File: src/rtl/olivia_pkg.sv
// Shared defaults and the prefetch buffer entry type for the Olivia fetch front end.
package olivia_pkg;

    localparam int unsigned DEF_ADDR_W  = 64;
    localparam int unsigned DEF_INSTR_W = 32;
    localparam int unsigned DEF_PC_STEP = 4;

    typedef struct packed {
        logic [DEF_ADDR_W-1:0]  pc;
        logic [DEF_INSTR_W-1:0] instr;
    } fetch_entry_t;

endpackage

File: src/rtl/fetch_fifo.sv
// Prefetch FIFO: power-of-two depth, synchronous flush, head forced to zero when empty.
module fetch_fifo
    import olivia_pkg::*;
#(
    parameter int unsigned DEPTH   = 4,
    parameter type         entry_t = fetch_entry_t,
    localparam int unsigned PTR_W  = $clog2(DEPTH),
    localparam int unsigned CNT_W  = PTR_W + 1
) (
    input  logic             clk,
    input  logic             rst_n,
    input  logic             flush_i,
    input  logic             push_i,
    input  entry_t           push_data_i,
    input  logic             pop_i,
    output logic [CNT_W-1:0] count_o,
    output logic             head_valid_o,
    output entry_t           head_o
);

    entry_t           mem_q [DEPTH];
    logic [PTR_W-1:0] wr_ptr_q, wr_ptr_d;
    logic [PTR_W-1:0] rd_ptr_q, rd_ptr_d;
    logic [CNT_W-1:0] count_q, count_d;
    logic             do_pop_s;
    logic             do_push_s;

    assign do_pop_s  = pop_i & (count_q != {CNT_W{1'b0}});
    assign do_push_s = push_i & ((count_q != CNT_W'(DEPTH)) | do_pop_s);
    assign count_o   = count_q;

    // Pointer and occupancy next state; flush overrides everything.
    always_comb begin
        wr_ptr_d = wr_ptr_q;
        rd_ptr_d = rd_ptr_q;
        count_d  = count_q;
        if (flush_i) begin
            wr_ptr_d = {PTR_W{1'b0}};
            rd_ptr_d = {PTR_W{1'b0}};
            count_d  = {CNT_W{1'b0}};
        end else begin
            if (do_push_s) begin
                wr_ptr_d = wr_ptr_q + PTR_W'(1);
            end else begin
                wr_ptr_d = wr_ptr_q;
            end
            if (do_pop_s) begin
                rd_ptr_d = rd_ptr_q + PTR_W'(1);
            end else begin
                rd_ptr_d = rd_ptr_q;
            end
            case ({do_push_s, do_pop_s})
                2'b10:   count_d = count_q + CNT_W'(1);
                2'b01:   count_d = count_q - CNT_W'(1);
                default: count_d = count_q;
            endcase
        end
    end

    // Pointer and occupancy registers.
    always_ff @(posedge clk or negedge rst_n) begin
        if (!rst_n) begin
            wr_ptr_q <= {PTR_W{1'b0}};
            rd_ptr_q <= {PTR_W{1'b0}};
            count_q  <= {CNT_W{1'b0}};
        end else begin
            wr_ptr_q <= wr_ptr_d;
            rd_ptr_q <= rd_ptr_d;
            count_q  <= count_d;
        end
    end

    // Entry storage; contents are don't-care until written, so no reset.
    always_ff @(posedge clk) begin
        if (do_push_s && !flush_i) begin
            mem_q[wr_ptr_q] <= push_data_i;
        end
    end

    // Head presentation, zeroed when nothing is buffered.
    always_comb begin
        if (count_q != {CNT_W{1'b0}}) begin
            head_valid_o = 1'b1;
            head_o       = mem_q[rd_ptr_q];
        end else begin
            head_valid_o = 1'b0;
            head_o       = '0;
        end
    end

endmodule

File: src/rtl/fetch_unit.sv
// Credit-controlled instruction fetch engine: PC sequencing, one in-flight request
// to a one-cycle memory, and a prefetch FIFO feeding decode.
module fetch_unit
    import olivia_pkg::*;
#(
    parameter int unsigned        ADDR_W   = DEF_ADDR_W,
    parameter int unsigned        INSTR_W  = DEF_INSTR_W,
    parameter int unsigned        DEPTH    = 4,
    parameter logic [ADDR_W-1:0]  RESET_PC = '0,
    parameter int unsigned        PC_STEP  = DEF_PC_STEP
) (
    input  logic               clk,
    input  logic               rst,
    output logic               imem_req,
    output logic [ADDR_W-1:0]  imem_addr,
    input  logic [INSTR_W-1:0] imem_rdata,
    input  logic               redirect_valid,
    input  logic [ADDR_W-1:0]  redirect_pc,
    output logic               inst_valid,
    input  logic               inst_ready,
    output logic [INSTR_W-1:0] inst_data,
    output logic [ADDR_W-1:0]  inst_pc
);

    localparam int unsigned CNT_W = $clog2(DEPTH) + 1;
    localparam int unsigned CRD_W = CNT_W + 1;

    typedef struct packed {
        logic [ADDR_W-1:0]  pc;
        logic [INSTR_W-1:0] instr;
    } entry_t;

    logic [ADDR_W-1:0] fetch_pc_q, fetch_pc_d;
    logic              inflight_q, inflight_d;
    logic [ADDR_W-1:0] inflight_pc_q, inflight_pc_d;
    logic [CNT_W-1:0]  count_s;
    logic [CRD_W-1:0]  credit_s;
    logic              pop_s;
    logic              push_s;
    entry_t            push_data_s;
    entry_t            head_s;

    // Slots committed after this cycle: buffered + returning - leaving. Never negative,
    // since a pop needs a buffered entry; the extra bit keeps it from wrapping.
    assign pop_s       = inst_valid & inst_ready;
    assign credit_s    = CRD_W'(count_s) + CRD_W'(inflight_q) - CRD_W'(pop_s);
    assign imem_req    = rst & ~redirect_valid & (credit_s < CRD_W'(DEPTH));
    assign imem_addr   = fetch_pc_q;
    assign push_s      = inflight_q & ~redirect_valid;
    assign push_data_s = '{pc: inflight_pc_q, instr: imem_rdata};
    assign inst_data   = head_s.instr;
    assign inst_pc     = head_s.pc;

    // PC and in-flight next state; a redirect squashes the returning response.
    always_comb begin
        fetch_pc_d    = fetch_pc_q;
        inflight_d    = 1'b0;
        inflight_pc_d = inflight_pc_q;
        if (redirect_valid) begin
            fetch_pc_d = redirect_pc;
            inflight_d = 1'b0;
        end else if (imem_req) begin
            fetch_pc_d    = fetch_pc_q + ADDR_W'(PC_STEP);
            inflight_d    = 1'b1;
            inflight_pc_d = fetch_pc_q;
        end else begin
            inflight_d = 1'b0;
        end
    end

    // PC and in-flight tracking registers.
    always_ff @(posedge clk or negedge rst) begin
        if (!rst) begin
            fetch_pc_q    <= RESET_PC;
            inflight_q    <= 1'b0;
            inflight_pc_q <= {ADDR_W{1'b0}};
        end else begin
            fetch_pc_q    <= fetch_pc_d;
            inflight_q    <= inflight_d;
            inflight_pc_q <= inflight_pc_d;
        end
    end

    fetch_fifo #(
        .DEPTH   (DEPTH),
        .entry_t (entry_t)
    ) u_fifo (
        .clk          (clk),
        .rst_n        (rst),
        .flush_i      (redirect_valid),
        .push_i       (push_s),
        .push_data_i  (push_data_s),
        .pop_i        (pop_s),
        .count_o      (count_s),
        .head_valid_o (inst_valid),
        .head_o       (head_s)
    );

endmodule
File: config.mk
export PLATFORM = sky130hd
export DESIGN_NAME = fetch_unit
export DESIGN_NICKNAME = d
export VERILOG_FILES = /design/src/rtl/olivia_pkg.sv /design/src/rtl/fetch_fifo.sv /design/src/rtl/fetch_unit.sv
export SDC_FILE = /design/constraint.sdc
export NUM_CORES = 1
export LEC_CHECK = 0
export CAP_MARGIN = 10
export CORE_UTILIZATION = 25
export DETAILED_ROUTE_END_ITERATION = 10
export HOLD_SLACK_MARGIN = 0.15
export PLACE_DENSITY_LB_ADDON = 0.25
export SETUP_SLACK_MARGIN = 0.2
export SKIP_LAST_GASP = 1
export SYNTH_ARGS = -nofsm -noshare
export SYNTH_HDL_FRONTEND = slang
export SYNTH_SLANG_ARGS = --single-unit
File: constraint.sdc
create_clock -name clk -period 3.55 [get_ports clk]
set_input_delay 0.71 -clock clk [delete_from_list [all_inputs] [get_ports clk]]
set_output_delay 0.71 -clock clk [all_outputs]
set_load 0.005 [all_outputs]
==> results of run 1 <==
[worst max-delay path by stage]
stage | to
floorplan | imem_req
global placement | imem_req
detailed placement | imem_req
CTS | imem_req
global route | imem_req
finish | imem_req
[synthesized netlist by cell type (30+ instances only)]
cell type / n
edfxtp_1: 384
dfrtp_1: 136
and2_1: 101
mux4_2: 96
nor2_1: 68
mux2_2: 66
nand2_1: 47
clkbuf_1: 45
a31oi_1: 37
nand3_1: 37
nand4_1: 35
or4_1: 30
[stage by stage]
stage                     setup TNS, ns  worst slack, ns
after detailed placement         -34.75           -0.608
after floorplan                       0            0.212
after global routing            -0.0963          -0.0963
after CTS                       -0.0336          -0.0336
after global placement           -28.82           -0.568
final                                 0           0.0311
[sequential cells by signal, summed over array words and instances, names as in the netlist]
register,flops
u_fifo.count_o,3
u_fifo.mem_q,384
inflight_pc_q,64
inflight_q,1
u_fifo.rd_ptr_q,2
u_fifo.wr_ptr_q,2
imem_addr,64
[metal layers]
layer  vias up  track usage  wire [µm]
li1       5921            -          -
met1      7079        0.201      29000
met2       351        0.247      32700
met3       103       0.0335       4130
met4        14       0.0408       1440
met5         -            0         88
[logic make-up after synthesis]
group	Yosys count	share of synthesized area
buf+inv	88	0.0178
simple gates	385	0.103
mux	165	0.136
fa+ha+maj	9	0.00557
flops	520	0.693
compound gates	119	0.0392
xor+xnor	12	0.00488
[area by class of cell]
type / count / area (µm²)
antenna: 2 / 5.00
clock buffer: 67 / 1460
clock inverter: 38 / 536
fill: 8250 / 56300
inverter: 18 / 71.3
multi-input combinational: 690 / 6380
sequential: 520 / 14900
tap: 1144 / 1430
timing repair buffer: 376 / 4180
[what timing repair did]
| action | CTS | global route |
|---|---|---|
| pin swaps | 5 | 9 |
| endpoints found under the hold margin | 5 | 0 |
| hold buffers | 1 | 0 |
| resized for setup | 77 | 42 |
| setup endpoints to repair | 139 | 108 |
| buffers inserted | 13 | 9 |
| gates cloned | 12 | 4 |
[power groups by stage]
stage	registers [W]	clock network, W	logic [W]
3_5_place_dp	0.00858	0	0.00606
3_3_place_gp	0.00848	0	0.00603
4_1_cts	0.00845	0.00652	0.00701
6_report	0.00844	0.00633	0.00710
2_1_floorplan	0.00833	0	0.00310
5_1_grt	0.00858	0.00674	0.00763
==> metrics.txt, run 1 <==
Sw Ratio=0.290; synth warn=0; top cell type's share of synthesized area=0.535; Leak=between 10 and 15 nW; WP buf/inv=3; minimum hold slack=roughly 0.47 ns; largest cells by area after synthesis=edfxtp_1 (54%), dfrtp_1 (16%), mux4_2 (10%), mux2_2 (3.4%), and2_1 (2.9%); post-DP HPWL=41900 µm; port bufs=between 200 and 300; peak supply drop=499 µV; via count=13500; EDFF count, synth=384; Final GP Congestion=between 0.7 and 0.8; Clock Path Buffers=3; Worst slew margin=0.369; fmax=0.284 GHz; Die X=296 µm; fraction of layout cells with a size suffix above 1=0.245; initial core utilization=0.253; dominant cell type by area after synthesis=edfxtp_1; asr flop ratio synth=0.262; most common cell after layout, fill and taps aside=edfxtp_1; Post-Syn Area=about 22000 µm²; ys flop type=edfxtp_1; number of instances in the placed design=2709; Syn Area/Cell=16.6 µm²; Internal Pwr Total=0.0155 W; Gate power share=0.325; CTS tree=yes; DP Area=26100 µm²; Post-Route WL=67400 µm; crit share post-route=0.991; CTS Buf Count=56; crit-path leading delay family=simple AND/OR/NAND/NOR gates; Worst Hold End=inflight_q; critical path class=reg -> out; Hold Path Origin=redirect_valid; DRT iter0 DRCs=around 850; Critical R2R Capture=imem_addr[56]; clk slew on worst S/H paths=0.06 ns; Worst setup EP type=output pin; worst hold-check path type=in -> reg; Hold Path Depth=2; grt ovf=0; status=finished clean; Hold Fails Final Rpt=0; pwr dens=754 nW/µm²; maximum fanout along the worst path=4; Period minus WS final=3.52 ns; Worst-Margin Slew=0.946 ns; H-tree levels=2; router iterations before antenna repair=7; FF-to-FF path depth=11; CP required=2.84 ns; drt wl/cell=~24 µm; Synth Register Bits=520; flop-to-flop setup slack=0.34 ns; Max Cap Violations=0; gr usage total=0.151; worst-path cell chain=o31ai_4 -> inv_2 -> ha_4 -> inv_2 -> ha_4 -> and3b_2 -> nor4b_4 -> o31ai_4 -> nor2_4 -> buf_6; number of global-route vias before repair=approximately 14000; Design Area, Final=29000 µm²; arrival time worst endpoint=2.81 ns; initial antenna violation count=10; synth unique cells=63; largest net degree at the start of global routing=87; commonest non-fill, non-tap cells in the layout=edfxtp_1 (384), clkdlybuf4s50_1 (199), dfrtp_1 (134); vias per cell=4.72; Synth Instances=around 1300; Tot Pwr=~0.022 W; Top Ports=about 260; Syn-to-layout area delta=34.6%; fin util=0.340; Worst Setup SP=u_fifo.count_o[1]; final-report setup violation count=0; fin. max-slew vios=0; cell at the slowest stage of the critical path=dfrtp_1; Clock Root Buffer=clkbuf_16; Worst path depth=10; nets@finish=approximately 1800; Placement Rows=107; Post-route DRC=0; Die Y=296 µm; core box area=85300 µm²; Clock Latency Late Sink=0.62 ns; unrepaired setup endpoints after global routing=yes; Max stage delay on crit path=0.41 ns; sequential share of power=0.386; Num Clock Sinks=520; first-pass GRT wire length=95400 µm; syn_nets=~1400; clock network fraction of total power=0.289; Worst Skew=0.0382 ns; post-route insts no fill=2855; Die ar.=87400 µm²; net switching power=0.00635 W; Seq/Total Area, Yosys=0.693; worst r2r src=u_fifo.count_o[1]; Routed Antenna Nets=0; Startpoint Class=register
(Power assumes the default switching activity.)
==> inputs of run 2 (changes only) <==
Settings changed: CAP_MARGIN 10 to not set.
==> results of run 2 <==
Same layout as run 1: the final DEF is identical, and so are final timing and power.
